<file path="config.mk">
export PLATFORM = sky130hd
export DESIGN_NAME = ddr_rd_capture
export DESIGN_NICKNAME = d
export VERILOG_FILES = /design/src/rtl/ddr_pkg.sv /design/src/rtl/ddr_rd_fifo.sv /design/src/rtl/ddr_rd_capture.sv
export SDC_FILE = /design/constraint.sdc
export NUM_CORES = 1
export LEC_CHECK = 0
export ABC_AREA = 1
export CAP_MARGIN = 30
export CORE_UTILIZATION = 55
export DETAILED_ROUTE_END_ITERATION = 10
export HOLD_SLACK_MARGIN = 0.05
export PLACE_DENSITY = 0.78
export SYNTH_ARGS = -nofsm -noshare
export SYNTH_HDL_FRONTEND = slang
export SYNTH_SLANG_ARGS = --single-unit
</file>
<file path="constraint.sdc">
create_clock -name clk -period 3 [get_ports clk]
set_input_delay 0.3 -clock clk [delete_from_list [all_inputs] [get_ports clk]]
set_output_delay 0.3 -clock clk [all_outputs]
set_load 0.01 [all_outputs]
</file>
<file path="src/rtl/ddr_pkg.sv">
// Shared DDR controller package: default bus geometry and timing constants
// used by the command FSM, the write-side bus-enable logic and the read
// capture path, plus the helper that sizes the read capture window.
package ddr_pkg;

  localparam int DDR_DATA_W = 16;  // DQ width
  localparam int DDR_CL     = 2;   // CAS latency in clk cycles
  localparam int DDR_BL     = 4;   // burst length in beats (two beats per clk)

  // Window tracker width: slots for the CAS latency plus the burst duration.
  function automatic int rd_win_width(input int cl, input int bl);
    return cl + bl / 2;
  endfunction

  localparam int DDR_RD_WIN_W = rd_win_width(DDR_CL, DDR_BL);

endpackage

</file>
<file path="src/rtl/ddr_rd_fifo.sv">
// Small synchronous FIFO for captured read words. The head entry is read
// straight from the storage registers, so dout never depends combinationally
// on din. A push into a full FIFO is accepted when a pop happens in the same
// cycle. DEPTH must be a power of two, at least 2.
module ddr_rd_fifo #(
  parameter int WIDTH = 32,
  parameter int DEPTH = 4
) (
  input  logic             clk,
  input  logic             rst,
  input  logic             push,
  input  logic [WIDTH-1:0] din,
  input  logic             pop,
  output logic             full,
  output logic             empty,
  output logic [WIDTH-1:0] dout
);

  localparam int ADDR_W = $clog2(DEPTH);

  logic [WIDTH-1:0]  mem [DEPTH];
  logic [ADDR_W-1:0] wr_ptr;
  logic [ADDR_W-1:0] rd_ptr;
  logic [ADDR_W:0]   count;
  logic              do_push;
  logic              do_pop;

  assign empty   = (count == '0);
  assign full    = (count == (ADDR_W + 1)'(DEPTH));
  assign do_pop  = pop && !empty;
  assign do_push = push && (!full || do_pop);
  assign dout    = mem[rd_ptr];

  // Storage write; entries are cleared on reset so the head reads zero.
  // NOTE: this memory is reset only because it is tiny and the head must read
  // zero out of reset; larger RAMs should stay unreset so they map to RAM cells.
  always_ff @(posedge clk or negedge rst) begin
    if (!rst) begin
      for (int i = 0; i < DEPTH; i++) begin
        mem[i] <= '0;
      end
    end else if (do_push) begin
      // NOTE: sequential state uses non-blocking assignments so every register
      // samples pre-edge values regardless of block ordering.
      mem[wr_ptr] <= din;
    end
  end

  // Pointer and occupancy bookkeeping.
  always_ff @(posedge clk or negedge rst) begin
    if (!rst) begin
      wr_ptr <= '0;
      rd_ptr <= '0;
      count  <= '0;
    end else begin
      if (do_push) wr_ptr <= wr_ptr + ADDR_W'(1);
      if (do_pop)  rd_ptr <= rd_ptr + ADDR_W'(1);
      case ({do_push, do_pop})
        2'b10:   count <= count + (ADDR_W + 1)'(1);
        2'b01:   count <= count - (ADDR_W + 1)'(1);
        default: count <= count;
      endcase
    end
  end

endmodule

</file>
<file path="src/rtl/ddr_rd_capture.sv">
// DDR read capture path. A READ command opens a capture window CL cycles
// later lasting BL/2 clk cycles; each window cycle packs {dq_fall, dq_rise}
// into one word and pushes it into a small FIFO drained by valid/ready.
// Optional feature macro: DDR_RD_PREAMBLE_CHK_EN enables the DQS preamble
// check that drives the sticky preamble_err flag.
module ddr_rd_capture
  import ddr_pkg::*;
#(
  parameter int DATA_W     = DDR_DATA_W,
  parameter int CL         = DDR_CL,
  parameter int BL         = DDR_BL,
  parameter int FIFO_DEPTH = 4
) (
  input  logic                clk,
  input  logic                rst,
  input  logic                rd_issue,
  input  logic [DATA_W-1:0]   dq_rise,
  input  logic [DATA_W-1:0]   dq_fall,
  input  logic                dqs_pre,
  output logic [2*DATA_W-1:0] rd_data,
  output logic                rd_valid,
  input  logic                rd_ready,
  output logic                rd_busy,
  output logic                rd_ovf,
  output logic                preamble_err
);

  localparam int WIN_W = rd_win_width(CL, BL);
  // Slots CL-1 .. CL+BL/2-2 reach bit 0 exactly in the burst's capture cycles.
  localparam logic [WIN_W-1:0] ISSUE_MASK =
    ((WIN_W'(1) << (BL / 2)) - WIN_W'(1)) << (CL - 1);

  logic [WIN_W-1:0] win;
  logic [WIN_W-1:0] win_next;
  logic             capture;
  logic             pop;
  logic             fifo_full;
  logic             fifo_empty;

  // Age every pending slot by one cycle, then merge a new read's slots.
  always_comb begin
    // NOTE: assigning the default first covers every path, so no latch forms.
    win_next = win >> 1;
    if (rd_issue) win_next = win_next | ISSUE_MASK;
  end

  // Window tracker register; reset aborts any pending or active window.
  always_ff @(posedge clk or negedge rst) begin
    if (!rst) win <= '0;
    else      win <= win_next;
  end

  assign capture  = win[0];
  assign rd_busy  = |win;
  assign rd_valid = !fifo_empty;
  assign pop      = rd_valid && rd_ready;

  ddr_rd_fifo #(
    .WIDTH(2 * DATA_W),
    .DEPTH(FIFO_DEPTH)
  ) u_fifo (
    .clk  (clk),
    .rst  (rst),
    .push (capture),
    .din  ({dq_fall, dq_rise}),
    .pop  (pop),
    .full (fifo_full),
    .empty(fifo_empty),
    .dout (rd_data)
  );

  // Sticky overflow: a captured word found the FIFO full with nothing leaving.
  always_ff @(posedge clk or negedge rst) begin
    if (!rst)                               rd_ovf <= 1'b0;
    else if (capture && fifo_full && !pop)  rd_ovf <= 1'b1;
  end

`ifdef DDR_RD_PREAMBLE_CHK_EN
  logic capture_q;
  logic perr_q;

  // Remember last cycle's capture flag to find the first cycle of a window.
  always_ff @(posedge clk or negedge rst) begin
    if (!rst) capture_q <= 1'b0;
    else      capture_q <= capture;
  end

  // Sticky preamble error: DQS must still be low just before the first beat.
  always_ff @(posedge clk or negedge rst) begin
    if (!rst)                                 perr_q <= 1'b0;
    else if (capture && !capture_q && dqs_pre) perr_q <= 1'b1;
  end

  assign preamble_err = perr_q;
`else
  logic unused_dqs_pre;

  assign unused_dqs_pre = dqs_pre;
  assign preamble_err   = 1'b0;
`endif

endmodule

</file>
==> results of run 1 <==
-- cells in the mapped netlist --
cell type    n  share of area
nor2_2       2         0.0019
nand4_1    128           0.12
or3_1        1        0.00093
o22ai_1     32          0.030
nand3_2      4         0.0059
nand2_1    267           0.15
xnor2_1      2         0.0026
nand3_1      3         0.0022
buf_4        6         0.0067
o21ai_1     20          0.015
or2_2        1        0.00093
nor2_1      64          0.036
nand2_4      1         0.0017
inv_2        2         0.0011
inv_1        9         0.0050
conb_1       1        0.00056
buf_1        3         0.0017
o21ai_0     46          0.034
fa_1         1         0.0030
ha_1         5         0.0093
buf_6       10          0.017
clkbuf_1    29          0.016
xor2_1       2         0.0026
buf_2       31          0.023
a31o_2       1         0.0013
dfrtp_1    139           0.52
-- critical path, delay by kind of cell, from the launching register on --
family	cells	cell delay, ps
AOI/OAI and AO/OA	2	470
buffers and inverters	2	1100
DFF	1	390
-- per-layer routing --
layer,vias up,GRT usage
met5,-,0
met4,0,0.134
met3,42,0.0546
met2,340,0.501
met1,3025,0.399
li1,2828,-
-- cell usage in the layout (no fill, tap or decap), drive strengths merged --
cell,instances
a31o,1
buf,21
clkbuf,29
clkdlybuf4s50,69
clkinv,1
conb,1
dfrtp,139
dlygate4sd3,1
fa,1
ha,5
inv,11
nand2,268
nand3,7
nand4,128
nor2,66
o21ai,66
o22ai,32
or2,1
or3,1
xnor2,2
xor2,2
-- report_power, final --
part	internal (W)	switching, W
Sequential	0.00277	0.000499
Clock	0.00118	0.000727
Combinational	0.00188	0.00281
-- registers in the layout, indices dropped and copies added (netlist names) --
name / cells
u_fifo.rd_ptr: 2
win: 3
u_fifo.wr_ptr: 2
u_fifo.mem: 128
rd_ovf: 1
u_fifo.count: 3
-- area by class of cell --
class | count | area [µm²] | share of cell area
Tap cell | 147 | 184 | 0.0232
Timing Repair Buffer | 91 | 900 | 0.113
Multi-Input combinational cell | 581 | 2800 | 0.352
Clock inverter | 1 | 5.00 | 0.000630
Sequential cell | 139 | 3480 | 0.439
Clock buffer | 29 | 531 | 0.0668
Inverter | 11 | 41.3 | 0.00520
-- logic make-up after synthesis --
kind of cell,count (synthesis)
other,1
AND/OR/NAND/NOR,471
adder cells (fa/ha/maj),6
buffers and inverters,90
AO/OA/AOI/OAI,99
XOR/XNOR,4
flip-flops,139
-- through the flow --
step                setup WS [ps]  area [µm²]  hold slack (ps)  power [W]   util
floorplan                    1100        6750             4.41    0.00607      -
global placement              722        7390              342    0.00768  0.618
detailed placement            685        7390              353    0.00789  0.618
CTS                           348        7940              328    0.00981  0.664
global route                  189        7940              337     0.0105  0.664
finish                        320        7940              337    0.00985  0.664
-- timing repair --
| action | in CTS | in global routing |
|---|---|---|
| hold buffers | 1 | 0 |
| setup buffers | 0 | 0 |
| endpoints found under the hold margin | 68 | 0 |
-- worst paths after layout --
| kind | depth (start not counted) | end | startpoint | slack [ps] |
|---|---|---|---|---|
| max | 4 | rd_data[31] | u_fifo.rd_ptr[1] | 320 |
| min | 1 | win[2] | rd_issue | 340 |
| max reg2reg | 5 | u_fifo.count[1] | win[0] | 760 |
| min reg2reg | 0 | win[0] | win[1] | 380 |
| min in group asynchronous | 2 | u_fifo.mem[12] | rst | 450 |
| max in group asynchronous | 3 | u_fifo.mem[104] | rst | 1700 |
==> metrics.md, run 1 <==
| Metric | Value |
|---|---|
| Slew Limit Fails | `0` |
| Min-delay worst type | `input port to flop` |
| MaxCap Viol Count | `0` |
| CTS tree | `done` |
| GRT overflow | `0` |
| Adder-cell share of the synthesized area | `0.0122` |
| Arr. time, crit path | `2380 ps` |
| P_leak | `slightly below 4 nW` |
| Max Used Layer | `met4` |
| Synth Area in Compound Gates | `0.0799` |
| Main combinational cell family by area after synthesis | `simple AND/OR/NAND/NOR gates` |
| Initial core utilization | `0.564` |
| Hold Vio Cnt, Final | `0` |
| Critical Path Source Type | `flop` |
| Layout cells sized above 1 | `0.0681` |
| Syn avg cell area | `roughly 8.3 µm²` |
| H-tree depth | `4` |
| # resized after CTS | `0` |
| Die height | `approximately 110 µm` |
| Post-synthesis register bit count | `approximately 140` |
| Crit path kind | `flop to primary output` |
| Vias in the first global route | `around 6100` |
| Largest net degree at the start of global routing | `between 70 and 80` |
| Vias | `a little over 6000` |
| Initial antenna violation count | `0` |
| Slew HR | `0.498` |
| First-pass GRT wire length | `between 30000 and 40000 µm` |
| Final nets | `slightly below 900` |
| Fin crit share | `0.893` |
| Syn_nets | `roughly 850` |
| Ys Warns | `0` |
| Outcome | `complete, no violations` |
| Setup Skew | `approximately 11 ps` |
| Drt drc | `0` |
| Unrepaired setup endpoints after global routing | `false` |
| Clock latency on the worst-skew pair | `420 ps` |
| Max IR drop VDD | `~0.68 mV` |
| Vias/cell | `6.24` |
| Non-filler cells, final | `between 900 and 1000` |
| Filler cells | `966` |
| Netlist Area Pre-Place | `just under 7000 µm²` |
| TritonRoute pass-1 iters | `5` |
| Final min period | `roughly 2700 ps` |
| CTS Buf Count | `17` |
| Slowest cell delay on critical path | `600 ps` |
| Routability cong. | `around 0.77` |
| Crit end category | `primary output` |
| Max Freq | `about 0.37 GHz` |
| Diodes inserted | `0` |
| # rows | `40` |
| Slew @ Worst Pin | `between 700 and 800 ps` |
| Routed WL | `18400 µm` |
| Post-synthesis sequential area ratio | `0.515` |
| Critical-path cell list | `inv_2 -> o21ai_0 -> o22ai_1 -> clkdlybuf4s50_1` |
| Crit-path slowest cell | `clkdlybuf4s50_1` |
| DP HPWL | `about 10000 µm` |
| Post-Synthesis Cells | `just over 800` |
| Proportion of synthesized area in mux cells | `0` |
| Max Fanout on Critical Path | `32` |
| GRT Total Usage | `0.305` |
| CTS Root Cell | `clkbuf_16` |
| Simple-gate share of the synthesized area | `0.316` |
| Placed Cells | `approximately 970` |
| CP required | `2700 ps` |
| TNS Setup | `0 ps` |
| I/O pins | `73` |
| Wire length on met3 | `1580 µm` |
| I/O Buffers | `70` |
| Die Wd | `~110 µm` |
| Clk slew on worst S/H paths | `about 50 ps` |
| Final setup violation count | `0` |
| Xor/xnor share of the synthesized area | `0.00519` |
| Die ar. | `12700 µm²` |
| WL met2 | `~9000 µm` |
| DR WL/cell | `approximately 18 µm` |
| Met1 Wirelength | `between 7000 and 8000 µm` |
| CTS Sinks | `139` |
| Pwr dens | `~1200 nW/µm²` |
| Core footprint | `between 10000 and 15000 µm²` |
| Antenna-violating nets left | `0` |
| Layout area overhead | `17.7%` |
| CTS max path bufs | `2` |
| Initial DRC count | `between 700 and 800` |
| Synth cell types | `26` |
No activity file was read; power rests on OpenSTA's default activity.
==> inputs of run 2 (changes only) <==
--- a/config.mk
+++ b/config.mk
@@ -11,6 +11,8 @@
 export DETAILED_ROUTE_END_ITERATION = 10
 export HOLD_SLACK_MARGIN = 0.05
 export PLACE_DENSITY = 0.78
+export SKIP_CTS_REPAIR_TIMING = 1
 export SYNTH_ARGS = -nofsm -noshare
 export SYNTH_HDL_FRONTEND = slang
 export SYNTH_SLANG_ARGS = --single-unit
+export TNS_END_PERCENT = 20
==> results of run 2 <==
The final DEF is identical to that of run 1; final timing and power are the same.
